[config.mk]
export PLATFORM = sky130hd
export DESIGN_NAME = spi_arbiter_flat
export DESIGN_NICKNAME = d
export VERILOG_FILES = /design/src/rtl/spi_arbiter_if.sv /design/src/rtl/spi_arbiter.sv /design/src/flat_wrapper.sv
export SDC_FILE = /design/constraint.sdc
export NUM_CORES = 1
export LEC_CHECK = 0
export ABC_AREA = 1
export BUFFER_PORTS_ARGS = -buffer_cell sky130_fd_sc_hd__buf_2
export CELL_PAD_IN_SITES_DETAIL_PLACEMENT = 0
export CELL_PAD_IN_SITES_GLOBAL_PLACEMENT = 1
export CORE_MARGIN = 2
export CORE_UTILIZATION = 39
export DETAILED_ROUTE_END_ITERATION = 7
export GPL_TIMING_DRIVEN = 1
export HOLD_SLACK_MARGIN = 0.05
export PLACE_DENSITY_LB_ADDON = 0.3
export RECOVER_POWER = 25
export SLEW_MARGIN = 10
export SYNTH_ARGS = -nofsm -noshare
export SYNTH_HDL_FRONTEND = slang
export SYNTH_SLANG_ARGS = --single-unit
[constraint.sdc]
create_clock -name spi_clk_i -period 2.2 [get_ports spi_clk_i]
set_clock_uncertainty 0.05 [all_clocks]
set_input_delay 0.11 -clock spi_clk_i [delete_from_list [all_inputs] [get_ports spi_clk_i]]
set_output_delay 0.11 -clock spi_clk_i [all_outputs]
set_load 0.005 [all_outputs]
[src/rtl/spi_arbiter_if.sv]
// spi_arbiter_if: requester and peripheral signals of the SPI arbiter.
// The master modport is the arbiter's view. The slave modport is the view of
// the requesters and the SPI peripheral.
`timescale 1ns/1ps
interface spi_arbiter_if;
    // Requester side
    logic        req0_i;
    logic        req1_i;
    logic [4:0]  cfg0_i;
    logic [4:0]  cfg1_i;
    logic [7:0]  wdata0_i;
    logic [7:0]  wdata1_i;
    logic        gnt0_o;
    logic        gnt1_o;
    logic        done0_o;
    logic        done1_o;
    logic        err0_o;
    logic        err1_o;
    logic [15:0] rdata_o;
    logic        busy_o;
    // Peripheral side
    logic [5:0]  per_statusreg_o;
    logic [7:0]  per_data_o;
    logic        per_doneflag_i;
    logic [15:0] per_data_i;

    modport master (
        input  req0_i, req1_i, cfg0_i, cfg1_i, wdata0_i, wdata1_i,
        input  per_doneflag_i, per_data_i,
        output gnt0_o, gnt1_o, done0_o, done1_o, err0_o, err1_o,
        output rdata_o, busy_o, per_statusreg_o, per_data_o
    );

    modport slave (
        output req0_i, req1_i, cfg0_i, cfg1_i, wdata0_i, wdata1_i,
        output per_doneflag_i, per_data_i,
        input  gnt0_o, gnt1_o, done0_o, done1_o, err0_o, err1_o,
        input  rdata_o, busy_o, per_statusreg_o, per_data_o
    );
endinterface

[src/rtl/spi_arbiter.sv]
// spi_arbiter: two-requester arbiter for a single SPI peripheral.
// Each transaction is a sequence of phases:
// - SETUP: the configuration is presented with start low.
// - RUN: start is raised until the peripheral reports done or the wait times out.
// - RELEASE: start is dropped until the peripheral clears its done flag.
// All outputs are registered. Their next values are decoded from the next state.
`timescale 1ns/1ps
module spi_arbiter #(
    parameter int unsigned TIMEOUT      = 255,
    parameter int unsigned SETUP_CYCLES = 2
) (
    input  logic           spi_clk_i,
    input  logic           spi_rst_i,
    spi_arbiter_if.master  bus
);

    typedef enum logic [1:0] {
        ST_IDLE    = 2'd0,
        ST_SETUP   = 2'd1,
        ST_RUN     = 2'd2,
        ST_RELEASE = 2'd3
    } state_t;

    // Last counter value of a phase. A phase ends on the edge where the counter equals this value.
    localparam logic [15:0] TO_LAST = 16'(TIMEOUT - 32'd1);
    localparam logic [15:0] SU_LAST = 16'(SETUP_CYCLES - 32'd1);

    state_t      r_state;
    logic [15:0] r_cnt;
    logic [4:0]  r_cfg;
    logic [7:0]  r_wdata;
    logic        r_owner;
    logic        r_last;
    logic        r_err_seen;
    logic [15:0] r_rdata;
    logic        r_gnt0, r_gnt1, r_done0, r_done1, r_err0, r_err1, r_busy;
    logic [5:0]  r_status;
    logic [7:0]  r_pdata;

    state_t      w_state_nxt;
    logic [15:0] w_cnt_nxt;
    logic [4:0]  w_cfg_nxt;
    logic [7:0]  w_wdata_nxt;
    logic        w_owner_nxt;
    logic        w_last_nxt;
    logic        w_err_seen_nxt;
    logic [15:0] w_rdata_nxt;
    logic        w_win;
    logic        w_done;
    logic        w_err;
    logic        w_busy_nxt;
    logic [5:0]  w_status_nxt;
    logic [7:0]  w_pdata_nxt;

    // State and output registers. A reset clears them asynchronously, which drops start at once.
    always_ff @(posedge spi_clk_i or posedge spi_rst_i) begin
        if (spi_rst_i) begin
            r_state    <= ST_IDLE;
            r_cnt      <= 16'd0;
            r_cfg      <= 5'd0;
            r_wdata    <= 8'd0;
            r_owner    <= 1'b0;
            r_last     <= 1'b1;
            r_err_seen <= 1'b0;
            r_rdata    <= 16'd0;
            r_gnt0     <= 1'b0;
            r_gnt1     <= 1'b0;
            r_done0    <= 1'b0;
            r_done1    <= 1'b0;
            r_err0     <= 1'b0;
            r_err1     <= 1'b0;
            r_busy     <= 1'b0;
            r_status   <= 6'd0;
            r_pdata    <= 8'd0;
        end else begin
            r_state    <= w_state_nxt;
            r_cnt      <= w_cnt_nxt;
            r_cfg      <= w_cfg_nxt;
            r_wdata    <= w_wdata_nxt;
            r_owner    <= w_owner_nxt;
            r_last     <= w_last_nxt;
            r_err_seen <= w_err_seen_nxt;
            r_rdata    <= w_rdata_nxt;
            r_gnt0     <= w_busy_nxt & ~w_owner_nxt;
            r_gnt1     <= w_busy_nxt &  w_owner_nxt;
            r_done0    <= w_done & ~r_owner;
            r_done1    <= w_done &  r_owner;
            r_err0     <= w_err & ~r_owner;
            r_err1     <= w_err &  r_owner;
            r_busy     <= w_busy_nxt;
            r_status   <= w_status_nxt;
            r_pdata    <= w_pdata_nxt;
        end
    end

    // Next-state logic: arbitration, latching of the winner's request, completion and timeout handling.
    always_comb begin
        w_state_nxt    = r_state;
        w_cfg_nxt      = r_cfg;
        w_wdata_nxt    = r_wdata;
        w_owner_nxt    = r_owner;
        w_last_nxt     = r_last;
        w_err_seen_nxt = r_err_seen;
        w_rdata_nxt    = r_rdata;
        w_win          = 1'b0;
        w_done         = 1'b0;
        w_err          = 1'b0;
        case (r_state)
            ST_IDLE: begin
                w_err_seen_nxt = 1'b0;
                // When both requesters ask, the one not served last wins.
                if (bus.req0_i && bus.req1_i) begin
                    w_win = ~r_last;
                end else if (bus.req0_i) begin
                    w_win = 1'b0;
                end else begin
                    w_win = 1'b1;
                end
                if (bus.req0_i || bus.req1_i) begin
                    w_state_nxt = ST_SETUP;
                    w_owner_nxt = w_win;
                    w_last_nxt  = w_win;
                    w_cfg_nxt   = w_win ? bus.cfg1_i   : bus.cfg0_i;
                    w_wdata_nxt = w_win ? bus.wdata1_i : bus.wdata0_i;
                end else begin
                    w_state_nxt = ST_IDLE;
                end
            end
            ST_SETUP: begin
                if (r_cnt >= SU_LAST) begin
                    w_state_nxt = ST_RUN;
                end else begin
                    w_state_nxt = ST_SETUP;
                end
            end
            ST_RUN: begin
                // A done flag wins over a timeout that expires on the same edge.
                if (bus.per_doneflag_i) begin
                    w_rdata_nxt = bus.per_data_i;
                    w_done      = 1'b1;
                    w_state_nxt = ST_RELEASE;
                end else if (r_cnt >= TO_LAST) begin
                    w_err          = 1'b1;
                    w_err_seen_nxt = 1'b1;
                    w_state_nxt    = ST_RELEASE;
                end else begin
                    w_state_nxt = ST_RUN;
                end
            end
            ST_RELEASE: begin
                if (!bus.per_doneflag_i) begin
                    w_state_nxt = ST_IDLE;
                end else if (r_cnt >= TO_LAST) begin
                    // A transaction that already reported a RUN timeout gets no second error pulse.
                    w_err       = ~r_err_seen;
                    w_state_nxt = ST_IDLE;
                end else begin
                    w_state_nxt = ST_RELEASE;
                end
            end
            default: begin
                w_state_nxt = ST_IDLE;
            end
        endcase
    end

    // Phase counter: cleared on every state change and held at zero while idle.
    always_comb begin
        w_cnt_nxt = 16'd0;
        if ((w_state_nxt != r_state) || (r_state == ST_IDLE)) begin
            w_cnt_nxt = 16'd0;
        end else begin
            w_cnt_nxt = r_cnt + 16'd1;
        end
    end

    // Next value of the peripheral outputs, decoded from the state being entered.
    always_comb begin
        w_status_nxt = 6'd0;
        w_pdata_nxt  = 8'd0;
        w_busy_nxt   = (w_state_nxt != ST_IDLE);
        case (w_state_nxt)
            ST_IDLE: begin
                w_status_nxt = 6'd0;
                w_pdata_nxt  = 8'd0;
            end
            ST_SETUP: begin
                w_status_nxt = {w_cfg_nxt, 1'b0};
                w_pdata_nxt  = w_wdata_nxt;
            end
            ST_RUN: begin
                w_status_nxt = {w_cfg_nxt, 1'b1};
                w_pdata_nxt  = w_wdata_nxt;
            end
            ST_RELEASE: begin
                w_status_nxt = {w_cfg_nxt, 1'b0};
                w_pdata_nxt  = w_wdata_nxt;
            end
            default: begin
                w_status_nxt = 6'd0;
                w_pdata_nxt  = 8'd0;
            end
        endcase
    end

    assign bus.gnt0_o          = r_gnt0;
    assign bus.gnt1_o          = r_gnt1;
    assign bus.done0_o         = r_done0;
    assign bus.done1_o         = r_done1;
    assign bus.err0_o          = r_err0;
    assign bus.err1_o          = r_err1;
    assign bus.rdata_o         = r_rdata;
    assign bus.busy_o          = r_busy;
    assign bus.per_statusreg_o = r_status;
    assign bus.per_data_o      = r_pdata;

endmodule

[src/flat_wrapper.sv]
// flat-port wrapper written by rule: the top's interface ports become plain ports
module spi_arbiter_flat 
#(
    parameter int unsigned TIMEOUT      = 255,
    parameter int unsigned SETUP_CYCLES = 2
)
  (spi_clk_i, spi_rst_i, bus_req0_i, bus_req1_i, bus_cfg0_i, bus_cfg1_i, bus_wdata0_i, bus_wdata1_i, bus_per_doneflag_i, bus_per_data_i, bus_gnt0_o, bus_gnt1_o, bus_done0_o, bus_done1_o, bus_err0_o, bus_err1_o, bus_rdata_o, bus_busy_o, bus_per_statusreg_o, bus_per_data_o);
  spi_arbiter_if bus_i ();
  input  logic spi_clk_i;
  input  logic spi_rst_i;
  input wire logic [$bits(bus_i.req0_i)-1:0] bus_req0_i;
  input wire logic [$bits(bus_i.req1_i)-1:0] bus_req1_i;
  input wire logic [$bits(bus_i.cfg0_i)-1:0] bus_cfg0_i;
  input wire logic [$bits(bus_i.cfg1_i)-1:0] bus_cfg1_i;
  input wire logic [$bits(bus_i.wdata0_i)-1:0] bus_wdata0_i;
  input wire logic [$bits(bus_i.wdata1_i)-1:0] bus_wdata1_i;
  input wire logic [$bits(bus_i.per_doneflag_i)-1:0] bus_per_doneflag_i;
  input wire logic [$bits(bus_i.per_data_i)-1:0] bus_per_data_i;
  output wire logic [$bits(bus_i.gnt0_o)-1:0] bus_gnt0_o;
  output wire logic [$bits(bus_i.gnt1_o)-1:0] bus_gnt1_o;
  output wire logic [$bits(bus_i.done0_o)-1:0] bus_done0_o;
  output wire logic [$bits(bus_i.done1_o)-1:0] bus_done1_o;
  output wire logic [$bits(bus_i.err0_o)-1:0] bus_err0_o;
  output wire logic [$bits(bus_i.err1_o)-1:0] bus_err1_o;
  output wire logic [$bits(bus_i.rdata_o)-1:0] bus_rdata_o;
  output wire logic [$bits(bus_i.busy_o)-1:0] bus_busy_o;
  output wire logic [$bits(bus_i.per_statusreg_o)-1:0] bus_per_statusreg_o;
  output wire logic [$bits(bus_i.per_data_o)-1:0] bus_per_data_o;
  assign bus_i.req0_i = bus_req0_i;
  assign bus_i.req1_i = bus_req1_i;
  assign bus_i.cfg0_i = bus_cfg0_i;
  assign bus_i.cfg1_i = bus_cfg1_i;
  assign bus_i.wdata0_i = bus_wdata0_i;
  assign bus_i.wdata1_i = bus_wdata1_i;
  assign bus_i.per_doneflag_i = bus_per_doneflag_i;
  assign bus_i.per_data_i = bus_per_data_i;
  assign bus_gnt0_o = bus_i.gnt0_o;
  assign bus_gnt1_o = bus_i.gnt1_o;
  assign bus_done0_o = bus_i.done0_o;
  assign bus_done1_o = bus_i.done1_o;
  assign bus_err0_o = bus_i.err0_o;
  assign bus_err1_o = bus_i.err1_o;
  assign bus_rdata_o = bus_i.rdata_o;
  assign bus_busy_o = bus_i.busy_o;
  assign bus_per_statusreg_o = bus_i.per_statusreg_o;
  assign bus_per_data_o = bus_i.per_data_o;
  spi_arbiter #(.TIMEOUT(TIMEOUT), .SETUP_CYCLES(SETUP_CYCLES)) u_core (.spi_clk_i(spi_clk_i), .spi_rst_i(spi_rst_i), .bus(bus_i));
endmodule
==> reports/results.tsv <==
metric	value	unit
insertion_delay	330	ps
synth-seq-cells	71	
worst_hold_path_type	in2reg	
dp.cells	468	
drc_errors	0	
clock-root-buffer	clkbuf_8	
final_hold_viol_count	0	
cts.clk_slew.worst_paths	70	ps
first_iter_violations	63	
cts_sinks	71	
wire_per_inst	11.1	um
die_w	90.6	um
syn_area_per_cell	10.4	um2
reg2reg_slack	180	ps
synthToLayoutAreaGrowth	41.9	%
drt-total-wl	5880	um
io_pins	84	
worst_pin_slew	1470	ps
clk_path_buf_depth	2	
cp-start-kind	flop	
end_kind	flop	
dieArea	8210	um2
placed_area	3490	um2
crit_start	u_core.r_state[1]	
grt_max_degree	72	
critPathKind	reg2reg	
cp_max_fo	18	
nNetsFinal	477	
powerDensity	1250	nW/um2
reg2reg_from	u_core.r_state[1]	
fillers	655	
setup_viol	0	
async_flop_share	1.00	
drt-pass1-iter-count	4	
peakVddDrop	0.000624	V
vias	2298	
die_height	90.6	um
netlist-cell-type-count	29	
rows	31	
antenna_found_initial	0	
area.sequential	1780	um2
dp_hpwl	3870	um
setup_tns	0	ps
crit_end	u_core.r_wdata[5]	
drive_above_1_share	0.346	
stdcell_count	530	
worst-endpoint-arrival	2240	ps
cts-htree-levels	3	
stdcell_area	4150	um2
cts_tree	done	
num_antenna_cells	0	
cts_buffers	9	
slew_headroom	0.0220	
track_usage	0.155	
reg2regPathDepth	7	
core	7250	um2
slew_viol_final	0	
synthFlopType	dfrtp_1	
dp_slack	259	ps
fin_crit_sh	0.916	
synth_enable_flop_cells	0	
p_leak	0.00207	uW
grt_pass1_vias	2240	
netlist_area	2930	um2
place.gp.congestion	0.739	
ys_seq_area_frac	0.608	
worstPathRequired	2420	ps
timing.rr.end	u_core.r_wdata[5]	
maxClockFrequency	496	MHz
rsz0062_at_grt	no	
initial_core_util	0.403	
overflow	0	
maxCapViolCount	0	
synth_warnings	0	
status	finished, final reports clean	
grt_first_pass_wirelength	10000	um
setup_slack	184	ps
syn_inst	281	
fin_crit	2020	ps
vias_per_cell	4.34	
numPortBuffers	83	
multiInputGateArea	993	um2
whs	66.3	ps
ant_nets	0	
## worst max-delay path: stages (launching register included)
cell and delay (ps):
dfrtp_1 430, nor2_1 160, inv_1 130, nor2_4 190, buf_6 190, nor2_1 60
a31oi_1 170, dlygate4sd3_1 580
## synth_stat cells, drive strengths merged (3+ instances only)
cell	n	area, um2
a31oi	12	75.1
buf	5	41.3
dfrtp	70	1750
ha	4	50.1
inv	35	131
mux2	16	180
nand2	46	190
nand3	9	55.1
nor2	64	295
o21ai	5	28.8
xnor2	3	26.3
xor2	4	35.0
## where the power goes
group	internal, uW	switching, uW	total [uW]	leakage (uW)
clock	639	475	1110	0.000102
combinational	1020	1030	2050	0.00111
sequential	1830	206	2040	0.000860
total	3490	1710	5200	0.00207
## cell families after synthesis
group	count (synthesis)	synth area share
AOI/OAI and AO/OA	20	0.0419
and+or+nand+nor	121	0.189
xor gates and xnor gates	7	0.0210
muxes	16	0.0616
buffers and inverters	41	0.0603
DFF	71	0.608
other	1	0.00128
adders and majority gates	4	0.0171
## through the flow
stage | utilization | total power (uW)
finish | 0.572 | 5200
global route | 0.572 | 5610
CTS | 0.570 | 5220
detailed placement | 0.481 | 3860
global placement | 0.481 | 3820
floorplan | - | 3250
## per-layer routing
| metal | global-route usage | routed length (um) | share of wire |
|---|---|---|---|
| met3 | 0.0451 | 418 | 0.071 |
| met4 | 0.0731 | 105 | 0.018 |
| met5 | 0 | 0 | 0 |
| met1 | 0.188 | 2530 | 0.43 |
| met2 | 0.256 | 2830 | 0.48 |
## cells in the final DEF (no fill, tap or decap), types with 9 or more instances in the layout
master / count
buf_2: 84
dfrtp_1: 70
nor2_1: 50
dlygate4sd3_1: 42
nand2_1: 41
inv_1: 33
mux2_2: 16
a31oi_1: 12
nor2_2: 10
clkbuf_8: 9
## flip-flops by register name, indices dropped and copies added, names as in the netlist, 2 cells and up
name	count
u_core.r_wdata	8
u_core.r_cfg	5
u_core.bus.rdata_o	16
u_core.r_state	2
u_core.bus.per_statusreg_o	6
u_core.r_cnt	16
u_core.bus.per_data_o	8
## repair_timing
item	4_1_cts	5_1_grt
hold endpoints to repair	99	0
hold buffers	42	0
resized for setup	0	1
buffers inserted	0	4
setup endpoints to repair	0	7
## final cells by class
type                       count  share of cell area
clock buffer                   9              0.0298
clock inverter                 7              0.0232
inverter                      35              0.0316
multi-input combinational    175               0.239
sequential                    71               0.428
tap                           99              0.0298
timing repair buffer         134               0.218
## how the worst min path moves through the flow
stage,from,end,slack [ps],cells past startpoint
2_1_floorplan,bus_per_data_i[0],u_core.bus.rdata_o[0],210,1
3_3_place_gp,spi_rst_i,u_core.bus.rdata_o[2],170,3
3_5_place_dp,spi_rst_i,u_core.bus.rdata_o[2],180,3
4_1_cts,bus_per_doneflag_i,u_core.r_err_seen,50,4
5_1_grt,bus_per_doneflag_i,u_core.r_err_seen,90,4
6_report,bus_per_doneflag_i,u_core.r_err_seen,70,4
Power figures use the tool's default switching activity.
